`src/rtl/opcode_sequencer.sv`:
```
// opcode_sequencer
//   Sits between fetch and decode/control. It passes fetched opcodes through
//   with one cycle of latency, expands CALL/RET/RTI into two consecutive
//   opcodes, and injects the two-opcode interrupt entry sequence
//   (11110, 11111) when an interrupt request is pending.
//
// Ports
//   clk          : clock, rising edge
//   rst          : asynchronous reset, active low
//   fetchOpCode  : opcode field of the instruction presented by fetch
//   fetchValid   : fetchOpCode is meaningful this cycle
//   intReq       : one-cycle external interrupt request pulse
//   stall        : hazard freeze; holds the sequencer and injects a bubble
//   opCode       : registered opcode to decode/control
//   makeMeBubble : registered bubble flag to control
//   pcHold       : combinational; fetch re-presents the same instruction
//   seqBusy      : combinational; sequencer is not in IDLE
module opcode_sequencer #(
  parameter int unsigned OPW = 5
) (
  input  logic           clk,
  input  logic           rst,
  input  logic [OPW-1:0] fetchOpCode,
  input  logic           fetchValid,
  input  logic           intReq,
  input  logic           stall,
  output logic [OPW-1:0] opCode,
  output logic           makeMeBubble,
  output logic           pcHold,
  output logic           seqBusy
);

  typedef enum logic [1:0] {
    IDLE   = 2'd0,
    SECOND = 2'd1,
    INT1   = 2'd2,
    INT2   = 2'd3
  } seqStateT;

  localparam logic [OPW-1:0] opNop  = OPW'(5'b00000);
  localparam logic [OPW-1:0] opCall = OPW'(5'b11000);
  localparam logic [OPW-1:0] opRet  = OPW'(5'b11010);
  localparam logic [OPW-1:0] opRti  = OPW'(5'b11100);
  localparam logic [OPW-1:0] opInt1 = OPW'(5'b11110);
  localparam logic [OPW-1:0] opInt2 = OPW'(5'b11111);

  seqStateT       state, stateNext;
  logic [OPW-1:0] opCodeNext;
  logic [OPW-1:0] second, secondNext;
  logic           intPending, intPendingNext;
  logic           bubbleNext;
  logic           isTwoPart;
  logic           intSet;

  assign isTwoPart = (fetchOpCode == opCall) || (fetchOpCode == opRet) ||
                     (fetchOpCode == opRti);

  // Requests are captured only outside the interrupt entry sequence.
  assign intSet = intReq && ((state == IDLE) || (state == SECOND));

  assign pcHold  = stall || (state == SECOND) || (state == INT1) ||
                   ((state == IDLE) && intPending);
  assign seqBusy = (state != IDLE);

  always_ff @(posedge clk or negedge rst) begin
    if (!rst) begin
      state        <= IDLE;
      opCode       <= '0;
      makeMeBubble <= 1'b1;
      intPending   <= 1'b0;
      second       <= '0;
    end else begin
      state        <= stateNext;
      opCode       <= opCodeNext;
      makeMeBubble <= bubbleNext;
      intPending   <= intPendingNext;
      second       <= secondNext;
    end
  end

  always_comb begin
    stateNext      = state;
    opCodeNext     = opCode;
    secondNext     = second;
    intPendingNext = intPending;
    bubbleNext     = stall;

    if (!stall) begin
      unique case (state)
        // INT2 exits through the normal IDLE rules so the instruction held
        // at fetch during the interrupt sequence is consumed on this edge.
        IDLE, INT2: begin
          if (intPending) begin
            opCodeNext     = opInt1;
            stateNext      = INT1;
            intPendingNext = 1'b0;
          end else if (fetchValid) begin
            opCodeNext = fetchOpCode;
            if (isTwoPart) begin
              stateNext  = SECOND;
              secondNext = fetchOpCode + OPW'(1);
            end else begin
              stateNext = IDLE;
            end
          end else begin
            opCodeNext = opNop;
            stateNext  = IDLE;
          end
        end
        SECOND: begin
          opCodeNext = second;
          stateNext  = IDLE;
        end
        INT1: begin
          opCodeNext = opInt2;
          stateNext  = INT2;
        end
        default: begin
          stateNext = IDLE;
        end
      endcase
    end

    // A new request wins over the clear of a request being taken this edge.
    if (intSet) begin
      intPendingNext = 1'b1;
    end
  end

endmodule

```
`config.mk`:
```
export PLATFORM = sky130hd
export DESIGN_NAME = opcode_sequencer
export DESIGN_NICKNAME = d
export VERILOG_FILES = /design/src/rtl/opcode_sequencer.sv
export SDC_FILE = /design/constraint.sdc
export NUM_CORES = 1
export LEC_CHECK = 0
export CAP_MARGIN = 20
export CORE_MARGIN = 2
export CORE_UTILIZATION = 35
export DETAILED_ROUTE_END_ITERATION = 12
export GPL_TIMING_DRIVEN = 1
export MAX_ROUTING_LAYER = met4
export PLACE_DENSITY_LB_ADDON = 0.1
export SETUP_SLACK_MARGIN = 0.15
export SYNTH_ARGS = -nofsm -noshare
export SYNTH_HDL_FRONTEND = slang
export SYNTH_SLANG_ARGS = --single-unit
```
`constraint.sdc`:
```
create_clock -name clk -period 2.1 [get_ports clk]
set_clock_uncertainty 0.15 [all_clocks]
set_input_delay 0.315 -clock clk [delete_from_list [all_inputs] [get_ports clk]]
set_output_delay 0.315 -clock clk [all_outputs]
set_load 0.01 [all_outputs]
```
# Word level (Yosys, flattened, before mapping)
# Index checks and enable logic that the tools add are counted.
totals:
  ff_bits: 14
  input_bits: 10
  out_inout_bits: 8
  elab_cells: 39
op_classes:
  addsub: 1
  eq_ne: 7
  mux: 10
  bitwise: 2
  reduce_logical: 14
ops:
  columns: ["cell", "n"]
  rows:
  - ["$eq 5x5->1 const B", 3]
  - ["$pmux 5 s3", 1]
  - ["$mux 5", 2]
  - ["$logic_or 1x1->1", 6]
  - ["$pmux 2 s3", 1]
  - ["$add 5x1->5 const B", 1]
  - ["$reduce_and 5->1", 1]
  - ["$eq 2x2->1 const B", 2]
  - ["$mux 1", 4]
  - ["$mux 2", 2]
  - ["$reduce_bool 2->1", 2]
  - ["$eq 2x1->1 const B", 1]
  - ["$logic_and 1x1->1", 2]
  - ["$logic_not 2->1", 1]
  - ["$ne 2x1->1 const B", 1]
  - ["$not 1->1", 2]
  - ["$reduce_and 2->1", 1]
  - ["$reduce_or 2->1", 1]

# Logic depth before layout (Yosys ltp)
# Gate-level depths: netlist of run 1.
logic_depth:
  ltp_word: 7
  mapped_depth: 6
  mapped_depth_nobuf: 5

# Least setup slack after synthesis of run 1
# OpenSTA, ideal clock, no wires.
synth_path:
  path_type: "register -> register"
  from: "register state[0]"
  to: "register second[0]"
  setup_time_ps: 125
  arrival_ps: 1315
  required_ps: 1825
  setup_slack_ps: 510
  path_stages_with_launch: 6
  path_buffers: 0
  period_less_slack_ps: 1590
  path_cell_list: "dfrtp_1 -> inv_1 -> ha_1 -> nor2_4 -> o211ai_4 -> mux2_4"
synth_via:
  elab_chain_cells: 3
  elab_cells_between_ends: 4
  classes_between: "eq/ne (1); reduce/logical (3)"
synth_rtl:
  columns: ["element", "line", "rtl"]
  rows:
  - ["start, declared", "47", "seqStateT state, stateNext;"]
  - ["start signal, assigned", "73", "state <= stateNext;"]
  - ["$eq 2x2->1 / $logic_not 2->1 (equally long branches)", "89", "unique case (state)"]
  - ["$reduce_or 2->1 *", "89", null]
  - ["$reduce_and 5->1 (no line) *", null, null]
  - ["end signal, assigned", "77", "second <= secondNext;"]
  - ["end, declared", "49", "logic [OPW-1:0] second, secondNext;"]
# Every way passes the cells marked *; elsewhere a longest branch is shown, timed or not.
# A chain may end at the register's enable or synchronous reset.

# Final worst setup path of run 1
layout_path:
  from: "register state[0]"
  to: "output port pcHold"
layout_via:
  elab_chain_cells: 4
  elab_cells_between_ends: 7
  classes_between: "eq/ne (2); reduce/logical (5)"
layout_rtl:
  columns: ["element", "line", "rtl"]
  rows:
  - ["$eq 2x1->1", "61", "assign pcHold = stall || (state == SECOND) || (state == INT1) ||"]
  - ["$logic_or 1x1->1 (2 in series)", "61", null]
  - ["$logic_or 1x1->1 *", "61", null]
  - ["end, declared", "29", "output logic pcHold,"]
# Marked as above.

==> out/summary.md, run 1 <==
## Global route
- **via count of the first global-routing pass** 584
- **GRT Residual Overflow** 0
- **global-route wire length before repair** 2770 µm
- **number of antenna violations at the first check in global routing** 0
- **all-layer global routing usage** 14.8%
- **maximum number of pins on one net before global-route repair** 15

## Critical path
- **Startpoint Class** flop
- **Crit path required time** 1.63 ns
- **Crit. End Element** primary output
- **critical path's slowest cell** sky130_fd_sc_hd__dfrtp_1
- **category of the critical setup timing path** flop to primary output
- **CP max stage delay** 0.38 ns
- **r2r setup slk** 0.37 ns
- **cell breakdown of the critical path** buf_4 -> ha_1 -> a2111o_1 -> buf_2
- **worst-path fanout max** 2
- **worst path arrival time** 1.42 ns

## Detailed routing
- **Antenna Nets Post-Route** 0
- **Initial DRC Count** 14
- **DRC** 0
- **drt wl/cell** 13.0 µm
- **Via-to-Cell Ratio** 4.84
- **count of TritonRoute iterations in the first routing pass** 3
- **total number of vias** 619
- **total wire length** 1670 µm

## Placed design
- **Detail Placement HPWL** 1260 µm
- **routability cong.** 0.734
- **Port-buffer cells** 17
- **area post-placement** 1070 µm²
- **pre-CTS setup slack** -0.0182 ns

## Timing
- **final setup violation count** 0
- **least setup slack across all paths after layout** 0.215 ns
- **FMAX** 531 MHz
- **setup repair after global routing missed its margin** false
- **fin crit period** 1.88 ns
- **Total Neg Setup Slack** 0 ns
- **total count of hold-check failures in the final report** 0
- **Tightest Pin Transition** 0.642 ns
- **share of the cycle needed by the critical path after routing** 89.8%
- **final slew viol count** 0
- **Slew Limit Headroom** 57.0%

## Yosys
- **number of warnings reported in the yosys synthesis log** 0
- **post-synth net total** 86
- **count of mapped cells out of synthesis** 70
- **Synth async-reset ratio** 100%
- **cells taking the most area after synthesis** sky130_fd_sc_hd__dfrtp_1 41%, sky130_fd_sc_hd__ha_1 9.4%, sky130_fd_sc_hd__mux2_4 9.4%
- **synthesized area per cell** 11.4 µm²
- **post-synthesis cell type count** 25
- **Synth Flop Type** sky130_fd_sc_hd__dfrtp_1
- **count of state elements after synthesis** 14
- **number of enable flip-flop cells after synthesis** 0
- **top-area cell type share of the netlist area** 40.8%
- **portion of the post-synthesis area used by sequential elements** 44.1%
- **cell type with the highest aggregate area in the netlist** sky130_fd_sc_hd__dfrtp_1
- **Syn Std Cell Area** 797 µm²

## Clocking
- **Post-CTS Hold Buffers** 0
- **clock-pin slew reported for the worst setup and hold paths after clock tree synthesis** 0.09 ns
- **CTS tree** built
- **TritonCTS Sinks** 14
- **clock root buffer master** sky130_fd_sc_hd__clkbuf_4
- **number of buffers on the longest clock path** 2
- **number of buffers added by the clock tree synthesis step** 3
- **Max H-tree Level** 1
- **clock insertion delay at the later pin of the skew report** 0.28 ns

## Floorplanning
- **full die area** 2670 µm²
- **initial core utilization** 36.4%
- **number of standard-cell rows in the floorplan** 17
- **number of I/O pins** 18
- **width of the die** 51.7 µm
- **height of the die** 51.7 µm
- **Floorplan Core Area** 2190 µm²

## Cells and area
- **layout cells sized above 1** 29.0%
- **final-layout fill cell count** 212
- **summed area of non-filler cells in the final layout** 1110 µm²
- **Final Net Count** 117
- **area delta synth->final** 39.4%
- **antenna diode count** 0

## Min path
- **class of the most critical hold timing path** input port to async pin

## Pwr
- **power per standard cell area** 1230 nW/µm²
- **worst-case vdd ir drop** 0.499 mV
- **reported leakage power** 0.509 nW

## Run
- **max-capacitance violation count** 0

## Status
- **run status** finished clean

[path summary, 6_finish.rpt]
path                                    endpoint  depth (start not counted)                  start
hold reg to reg            opCode[0]$_DFFE_PN0N_                          2  opCode[0]$_DFFE_PN0N_
setup / recovery                          pcHold                          4   state[0]$_DFFE_PN0N_
max in group asynchronous  second[4]$_DFFE_PN0P_                          1                    rst
min in group clk           opCode[0]$_DFFE_PN0N_                          2  opCode[0]$_DFFE_PN0N_
setup reg to reg           opCode[4]$_DFFE_PN0N_                          5   state[1]$_DFFE_PN0N_
hold / removal              state[1]$_DFFE_PN0N_                          1                    rst
[metal layers]
metal	global-route usage, %	routed length, µm	up-vias
met5	-	0	-
met2	21.2	790	10
met4	9.21	27	0
li1	-	-	308
met1	20.0	806	299
met3	1.72	40	2
[placed cells by master, fill, tap and decap left out]
master and instances:
sky130_fd_sc_hd__a21oi_1 3, sky130_fd_sc_hd__clkdlybuf4s50_1 15, sky130_fd_sc_hd__ha_2 2, sky130_fd_sc_hd__and4b_1 1, sky130_fd_sc_hd__nand3_1 4, sky130_fd_sc_hd__a2111o_1 1, sky130_fd_sc_hd__inv_1 6, sky130_fd_sc_hd__o211ai_4 1
sky130_fd_sc_hd__a21o_1 1, sky130_fd_sc_hd__nor2_1 1, sky130_fd_sc_hd__nand3b_1 2, sky130_fd_sc_hd__nor2b_1 4, sky130_fd_sc_hd__dlygate4sd2_1 1, sky130_fd_sc_hd__clkbuf_8 1, sky130_fd_sc_hd__nor2b_2 1, sky130_fd_sc_hd__xnor2_1 1
sky130_fd_sc_hd__buf_2 1, sky130_fd_sc_hd__a32oi_1 5, sky130_fd_sc_hd__buf_4 11, sky130_fd_sc_hd__xor2_1 1, sky130_fd_sc_hd__mux2_4 5, sky130_fd_sc_hd__o211ai_1 1, sky130_fd_sc_hd__o21ai_0 3, sky130_fd_sc_hd__inv_2 1
sky130_fd_sc_hd__nor2_4 1, sky130_fd_sc_hd__dfrtp_1 13, sky130_fd_sc_hd__clkbuf_4 3, sky130_fd_sc_hd__nor3b_2 1, sky130_fd_sc_hd__dfstp_2 1, sky130_fd_sc_hd__ha_1 4, sky130_fd_sc_hd__nand2_1 4
[synthesized netlist by cell type (2+ instances only)]
| cell type | instances |
|---|---|
| sky130_fd_sc_hd__a21oi_1 | 3 |
| sky130_fd_sc_hd__a32oi_1 | 5 |
| sky130_fd_sc_hd__dfrtp_1 | 13 |
| sky130_fd_sc_hd__ha_1 | 6 |
| sky130_fd_sc_hd__inv_1 | 7 |
| sky130_fd_sc_hd__mux2_4 | 5 |
| sky130_fd_sc_hd__nand2_1 | 4 |
| sky130_fd_sc_hd__nand3_1 | 4 |
| sky130_fd_sc_hd__nand3b_1 | 2 |
| sky130_fd_sc_hd__nor2b_1 | 4 |
| sky130_fd_sc_hd__o21ai_0 | 3 |
[sequential cells by signal, indices dropped and copies added, names as in the netlist]
name          count
opCode            5
second            5
state             2
intPending        1
makeMeBubble      1
[through the flow]
step | hold slack, ns | util [%] | total power, mW | std cells
3_3_place_gp | 0.335 | 48.8 | 1.17 | 123
2_1_floorplan | -0.131 | - | 0.884 | 70
4_1_cts | 0.297 | 50.6 | 1.37 | 128
5_1_grt | 0.327 | 50.7 | 1.49 | 128
3_5_place_dp | 0.339 | 48.8 | 1.17 | 123
6_report | 0.275 | 50.7 | 1.37 | 128
[what timing repair did]
item / 4_1_cts / 5_1_grt
gates resized for setup: 6 / 2
pin swaps: 0 / 1
setup endpoints to repair: 2 / 1
buffers inserted: 1 / 0
[layout make-up]
class	count	area (µm²)	area share [%]
Timing Repair Buffer	28	246	22.2
Multi-Input combinational cell	47	415	37.4
Clock buffer	4	36.3	3.27
Inverter	7	26.3	2.36
Sequential cell	14	352	31.6
Tap cell	28	35.0	3.15
[critical path, delay by kind of cell, from the launching register on]
family	cells	cell delay, ns
DFF	1	0.38
buffers and inverters	2	0.28
AOI/OAI and AO/OA	1	0.28
adders and majority gates	1	0.20
[power breakdown]
part	total [mW]	leakage, nW	internal [mW]	switching, mW
Clock	0.195	0.0210	0.105	0.0897
Sequential	0.460	0.171	0.387	0.0733
Combinational	0.713	0.317	0.384	0.329
Total	1.37	0.509	0.876	0.492
[cells by family after synthesis]
kind of cell    Yosys count  share of synthesized area, %
fa+ha+maj                 6                          9.42
buf+inv                   9                          4.40
flops                    14                          44.1
simple gates             19                          15.2
compound gates           15                          15.2
mux                       5                          9.42
xor+xnor                  2                          2.20
Note: power is estimated with default switching activity, not from simulation.
==> run 2: changes to the inputs <==
==> constraint.sdc (replaced) <==
create_clock -name clk -period 2.05 [get_ports clk]
set_clock_uncertainty 0.15 [all_clocks]
set_input_delay 0.3075 -clock clk [delete_from_list [all_inputs] [get_ports clk]]
set_output_delay 0.3075 -clock clk [all_outputs]
set_load 0.01 [all_outputs]
==> run 2 against run 1 <==
  * Clock-buffer cell count stayed put
  * Total power rose by 4.7%
  * Utilization grew 0.74 points
  * Non-clock buffer count grew 1
  * Worst setup slack worse by 0.035 ns
  * Critical path type unchanged
==> out/summary.md, run 2 (synthesized netlist as in run 1, its figures left out) <==
## Cells and area
- **share of the core filled with cells** 51.5%, +0.74 points
- **Final Net Count** 118, +0.85%
- **most common cell after layout, fill and taps aside** sky130_fd_sc_hd__clkdlybuf4s50_1
- **most used cells in the layout excluding fill and tap cells** 15 x sky130_fd_sc_hd__clkdlybuf4s50_1, 13 x sky130_fd_sc_hd__dfrtp_1, 12 x sky130_fd_sc_hd__buf_4
- **antenna diode count** 0, unchanged
- **area delta synth->final** 41.4%
- **layout cells sized above 1** 31.7%, +2.7 points
- **final non-filler cell total** 129, +0.78%
- **registers with the highest flip-flop counts** opCode: 5 flops, second: 5 flops, state: 2 flops

## Floorplanning
- **width of the die** 51.7 µm, unchanged
- **Floorplan Core Area** 2190 µm², unchanged
- **height of the die** 51.7 µm, unchanged
- **full die area** 2670 µm², unchanged
- **number of I/O pins** 18, unchanged
- **number of standard-cell rows in the floorplan** 17, unchanged
- **initial core utilization** 36.4%, unchanged

## Placed design
- **pre-CTS setup slack** -0.0396 ns, -0.0214 ns
- **Detail Placement HPWL** 1320 µm, +4.5%
- **routability cong.** 0.759, +3.5%
- **Port-buffer cells** 17, unchanged
- **number of placed instances, taps included** 125, +1.6%

## Detailed routing
- **total number of vias** 619, unchanged
- **Via-to-Cell Ratio** 4.80, -0.78%
- **DRC** 0, unchanged
- **Antenna Nets Post-Route** 0, unchanged
- **Initial DRC Count** 9, -5
- **count of TritonRoute iterations in the first routing pass** 4, +1
- **drt wl/cell** 13.1 µm, +0.59%
- **total wire length** 1690 µm, +1.4%

## Global route
- **maximum number of pins on one net before global-route repair** 15, unchanged
- **all-layer global routing usage** 15.7%, +0.93 points
- **GRT Residual Overflow** 0, unchanged
- **via count of the first global-routing pass** 616, +5.5%
- **global-route wire length before repair** 2860 µm, +3.0%
- **number of antenna violations at the first check in global routing** 0, unchanged

## Critical path
- **Crit path required time** 1.59 ns, -0.04 ns
- **Crit. End Element** primary output
- **CP max stage delay** 0.40 ns, +0.02 ns
- **Startpoint Class** flop
- **critical path's slowest cell** sky130_fd_sc_hd__dfrtp_1
- **cell breakdown of the critical path** buf_4 -> ha_2 -> a2111o_1 -> buf_2
- **category of the critical setup timing path** flop to primary output
- **worst path arrival time** 1.41 ns, about the same
- **worst-path fanout max** 2, unchanged

## Run
- **max-capacitance violation count** 0, unchanged

## Timing
- **FMAX** 535 MHz
- **Total Neg Setup Slack** 0 ns, unchanged
- **Tightest Pin Transition** 0.616 ns, -0.0259 ns
- **fin crit period** 1.87 ns
- **final setup violation count** 0, unchanged
- **Slew Limit Headroom** 58.8%, +1.7 points
- **share of the cycle needed by the critical path after routing** 91.2%
- **final slew viol count** 0, unchanged
- **setup repair after global routing missed its margin** true
- **least setup slack across all paths after layout** 0.180 ns, -0.0348 ns
- **total count of hold-check failures in the final report** 0, unchanged

## Status
- **run status** finished clean

## Pwr
- **worst-case vdd ir drop** 0.577 mV, +16%
- **power per standard cell area** 1270 nW/µm², +3.1%
- **reported leakage power** 0.514 nW, +0.88%

## Clocking
- **number of buffers on the longest clock path** 2, unchanged
- **CTS tree** built
- **clock-pin slew reported for the worst setup and hold paths after clock tree synthesis** 0.09 ns, about the same
- **clock root buffer master** sky130_fd_sc_hd__clkbuf_4
- **number of buffers added by the clock tree synthesis step** 3, unchanged
- **post-CTS setup repair buffer count** 0, -1
- **clock insertion delay at the later pin of the skew report** 0.28 ns, about the same
- **TritonCTS Sinks** 14, unchanged
- **Max H-tree Level** 1, unchanged

## Min path
- **class of the most critical hold timing path** input port to async pin

[run 2: cell count changes in the layout (fill, tap and decap cells not counted)]
cell	before	now
sky130_fd_sc_hd__nor3b_2	1	0
sky130_fd_sc_hd__ha_1	4	3
sky130_fd_sc_hd__nor3b_4	0	1
sky130_fd_sc_hd__inv_1	6	5
sky130_fd_sc_hd__inv_2	1	2
sky130_fd_sc_hd__buf_4	11	12
sky130_fd_sc_hd__ha_2	2	3
[run 2: cell type report]
class | instances | area (µm²)
clock buffer | 4 | 36.3
fill | 191 | 1060
tap | 28 | 35.0
sequential | 14 | 352
timing repair buffer | 29 | 254
inverter | 7 | 26.3
multi-input combinational | 47 | 424
[run 2: layer usage]
metal,vias up,wire [µm],GRT usage [%]
li1,314,-,-
met5,-,0,-
met1,287,803,19.6
met4,0,27,10.5
met3,2,69,2.01
met2,16,789,23.9
[run 2: timing repair]
| item | 4_1_cts | 5_1_grt |
|---|---|---|
| hold buffers | 0 | 0 |
| pin swaps | 0 | 1 |
| endpoints found under the setup margin | 2 | 3 |
| gates resized for setup | 6 | 5 |
[run 2: power by group]
part	total (mW)	leakage, nW	switching, mW	internal, mW
logic	0.758	0.322	0.349	0.409
registers	0.474	0.171	0.0773	0.396
clock network	0.201	0.0210	0.0926	0.108
total	1.43	0.514	0.518	0.914
[run 2: worst paths after layout]
check,slack (ns),to,start,depth (start not counted)
min reg2reg,0.34,opCode[0]$_DFFE_PN0N_,opCode[0]$_DFFE_PN0N_,2
max reg2reg,0.35,opCode[4]$_DFFE_PN0N_,state[1]$_DFFE_PN0N_,5
max in group asynchronous,1.10,opCode[3]$_DFFE_PN0N_,rst,1
min,0.25,state[1]$_DFFE_PN0N_,rst,1
min in group clk,0.34,opCode[0]$_DFFE_PN0N_,opCode[0]$_DFFE_PN0N_,2
max,0.18,pcHold,state[0]$_DFFE_PN0N_,4
[run 2: worst max-delay path, delay by kind of cell, from the launching register on]
kind                       cells  cell delay [ns]
DFF                            1             0.40
AOI/OAI and AO/OA              1             0.28
adders and majority gates      1             0.17
buffers and inverters          2             0.28
[run 2: metrics by stage]
| step | hold WS [ns] | cell area [µm²] | power [mW] |
|---|---|---|---|
| 6_report | 0.252 | 1130 | 1.43 |
| 5_1_grt | 0.299 | 1130 | 1.57 |
| 4_1_cts | 0.278 | 1120 | 1.42 |
| 3_5_place_dp | 0.328 | 1080 | 1.22 |
| 3_3_place_gp | 0.329 | 1080 | 1.21 |
| 2_1_floorplan | -0.138 | 797 | 0.906 |
==> run 3: changes to the inputs <==
==> constraint.sdc (replaced) <==
create_clock -name clk -period 1.81 [get_ports clk]
set_clock_uncertainty 0.15 [all_clocks]
set_input_delay 0.2715 -clock clk [delete_from_list [all_inputs] [get_ports clk]]
set_output_delay 0.2715 -clock clk [all_outputs]
set_load 0.01 [all_outputs]
==> run 3 against run 2 <==
  * The flow now finishes with violations (negative setup slack)
  * Critical path depth stayed put
  * Clock power up 15%
  * Sequential share of layout area is 2.5 points lower
  * Routed wire length rose by 12%
  * Register-to-register slack lost 0.15 ns
  * Non-clock buffer count is 7 higher
  * Sequential power increased by 13%
==> out/summary.md, run 3 (synthesized netlist as in run 1, its figures left out) <==
## Status
- **run status** complete, but fails checks
- **violations in the final reports** negative setup slack

## Timing
- **total count of hold-check failures in the final report** 0, unchanged
- **least setup slack across all paths after layout** -0.0333 ns, -0.214 ns
- **setup repair after global routing missed its margin** true
- **Total Neg Setup Slack** -0.0333 ns, -0.0333 ns
- **Tightest Pin Transition** 0.324 ns, -0.293 ns
- **final setup violation count** 1, +1
- **Slew Limit Headroom** 78.3%, +20 points
- **final slew viol count** 0, unchanged
- **share of the cycle needed by the critical path after routing** 102%
- **FMAX** 543 MHz
- **fin crit period** 1.84 ns

## Pwr
- **overall power of the completed layout** 1.90 mW, +33%
- **register share of total power** 28.1%, -5.0 points
- **switching fraction of total power** 36.5%, +0.26 points
- **fraction of power consumed by combinational cells** 59.7%, +6.8 points
- **clock network fraction of design power** 12.2%, -1.8 points
- **internal power** 1.21 mW, +32%
- **worst-case vdd ir drop** 0.903 mV, +57%
- **reported net switching power** 0.692 mW, +33%
- **reported leakage power** 0.567 nW, +10%
- **power per standard cell area** 1550 nW/µm², +22%

## Critical path
- **Startpoint Class** flop
- **r2r endpoint** opCode[4]$_DFFE_PN0N_
- **CP max stage delay** 0.39 ns, about the same
- **cell breakdown of the critical path** inv_2 -> ha_4 -> a2111o_1 -> buf_2
- **reg-to-reg critical path startpoint** state[1]$_DFFE_PN0N_
- **category of the critical setup timing path** flop to primary output
- **r2r setup slk** 0.20 ns, -0.15 ns
- **CP delay by family, top** flip-flops
- **critical path's slowest cell** sky130_fd_sc_hd__dfrtp_1
- **worst path arrival time** 1.42 ns, about the same
- **total buffers and inverters traversed by the critical path** 2, unchanged
- **Crit. End Element** primary output
- **Crit path required time** 1.39 ns, -0.20 ns
- **Worst R2R Path Depth** 6, +1
- **worst-path fanout max** 3, +1

## Detailed routing
- **drt wl/cell** 13.9 µm, +5.9%
- **Antenna Nets Post-Route** 0, unchanged
- **count of TritonRoute iterations in the first routing pass** 4, unchanged
- **Initial DRC Count** 1, -8
- **DRC** 0, unchanged
- **Via-to-Cell Ratio** 4.84, +0.83%
- **total wire length** 1890 µm, +12%
- **total number of vias** 658, +6.3%

## Global route
- **all-layer global routing usage** 17.5%, +1.8 points
- **GRT Residual Overflow** 0, unchanged
- **via count of the first global-routing pass** 698, +13%
- **number of antenna violations at the first check in global routing** 0, unchanged
- **maximum number of pins on one net before global-route repair** 15, unchanged
- **global-route wire length before repair** 3230 µm, +13%

## Clocking
- **clock insertion delay at the later pin of the skew report** 0.28 ns, about the same
- **TritonCTS Sinks** 14, unchanged
- **Post-CTS Hold Buffers** 0, unchanged
- **number of buffers on the longest clock path** 2, unchanged
- **clock root buffer master** sky130_fd_sc_hd__clkbuf_4
- **Max H-tree Level** 1, unchanged
- **number of buffers added by the clock tree synthesis step** 3, unchanged
- **CTS tree** built
- **clock-pin slew reported for the worst setup and hold paths after clock tree synthesis** 0.09 ns, about the same

## Cells and area
- **most common cell after layout, fill and taps aside** sky130_fd_sc_hd__buf_4
- **registers with the highest flip-flop counts** opCode: 5 flops, second: 5 flops, state: 2 flops
- **Final Net Count** 125, +5.9%
- **summed area of non-filler cells in the final layout** 1220 µm², +8.7%
- **layout cells sized above 1** 43.5%, +12 points
- **area delta synth->final** 53.7%
- **share of the core filled with cells** 55.9%, +4.5 points
- **most used cells in the layout excluding fill and tap cells** 17 x sky130_fd_sc_hd__buf_4, 13 x sky130_fd_sc_hd__dfrtp_1, 12 x sky130_fd_sc_hd__clkdlybuf4s50_1, 5 x sky130_fd_sc_hd__mux2_4
- **final non-filler cell total** 136, +5.4%
- **antenna diode count** 0, unchanged
- **final-layout fill cell count** 201, +5.2%

## Placed design
- **Detail Placement HPWL** 1410 µm, +6.6%
- **routability cong.** 0.697, -8.3%
- **Port-buffer cells** 17, unchanged
- **number of placed instances, taps included** 130, +4.0%
- **area post-placement** 1120 µm², +3.5%

## Floorplanning
- **initial core utilization** 36.4%, unchanged
- **number of standard-cell rows in the floorplan** 17, unchanged
- **full die area** 2670 µm², unchanged
- **number of I/O pins** 18, unchanged
- **height of the die** 51.7 µm, unchanged
- **width of the die** 51.7 µm, unchanged
- **Floorplan Core Area** 2190 µm², unchanged

## Min path
- **class of the most critical hold timing path** input port to async pin

## Run
- **max-capacitance violation count** 0, unchanged

==> run 3: cell count changes in the layout (fill, tap and decap cells not counted), sizes merged <==
| cell | delta |
|---|---|
| buf | +8 |
| clkdlybuf4s50 | -3 |
| dlygate4sd2 | +2 |
==> run 3: worst max-delay path by stage <==
stage,slack (ns),cells after the start,start,end
after floorplan,0.22,5,state[0]$_DFFE_PN0N_,second[0]$_DFFE_PN0P_
after global placement,-0.22,6,fetchOpCode[0],second[4]$_DFFE_PN0P_
after detailed placement,-0.26,6,fetchOpCode[0],second[1]$_DFFE_PN0P_
after CTS,-0.05,4,state[1]$_DFFE_PN0N_,pcHold
after global routing,-0.11,4,state[1]$_DFFE_PN0N_,pcHold
final,-0.03,4,state[1]$_DFFE_PN0N_,pcHold
==> run 3: final cells by class <==
type	count	area (µm²)	share of cell area, %
Multi-Input combinational cell	47	463	37.8
Sequential cell	14	352	28.7
Timing Repair Buffer	36	313	25.5
Clock buffer	4	36.3	2.96
Tap cell	28	35.0	2.86
Inverter	7	26.3	2.15
==> run 3: power groups by stage <==
stage	Combinational (mW)	Clock, mW	Sequential [mW]
CTS	1.00	0.238	0.528
finish	1.13	0.232	0.534
floorplan	0.480	0	0.545
detailed placement	0.930	0	0.536
global route	1.24	0.248	0.553
global placement	0.920	0	0.526
==> run 3: what timing repair did <==
| item | in CTS | in global routing |
|---|---|---|
| pin swaps | 2 | 2 |
| gates resized for setup | 15 | 15 |
| setup endpoints to repair | 15 | 11 |
| endpoints found under the hold margin | 0 | 0 |
| setup buffers | 1 | 1 |
==> run 3: per-layer routing <==
layer | vias to the layer above | part of all wire, % | wire (µm) | global-route usage [%]
li1 | 325 | - | - | -
met4 | 0 | 1.4 | 27 | 10.5
met5 | - | 0 | 0 | -
met2 | 12 | 53 | 1010 | 29.3
met3 | 2 | 2.3 | 44 | 1.72
met1 | 319 | 43 | 806 | 20.4
==> run 3: worst reg2reg max path, delay by kind of cell, from the launching register on <==
family | cells | cell delay (ns)
DFF | 1 | 0.39
adders and majority gates | 1 | 0.33
and+or+nand+nor | 2 | 0.25
buffers and inverters | 2 | 0.23
AOI/OAI and AO/OA | 1 | 0.17
==> run 3: per-stage QoR <==
step / setup slack (ns) / hold WS [ns]
after global placement: -0.224 / 0.326
after global routing: -0.114 / 0.167
after floorplan: 0.220 / -0.174
after CTS: -0.0460 / 0.132
final: -0.0333 / 0.130
after detailed placement: -0.264 / 0.355
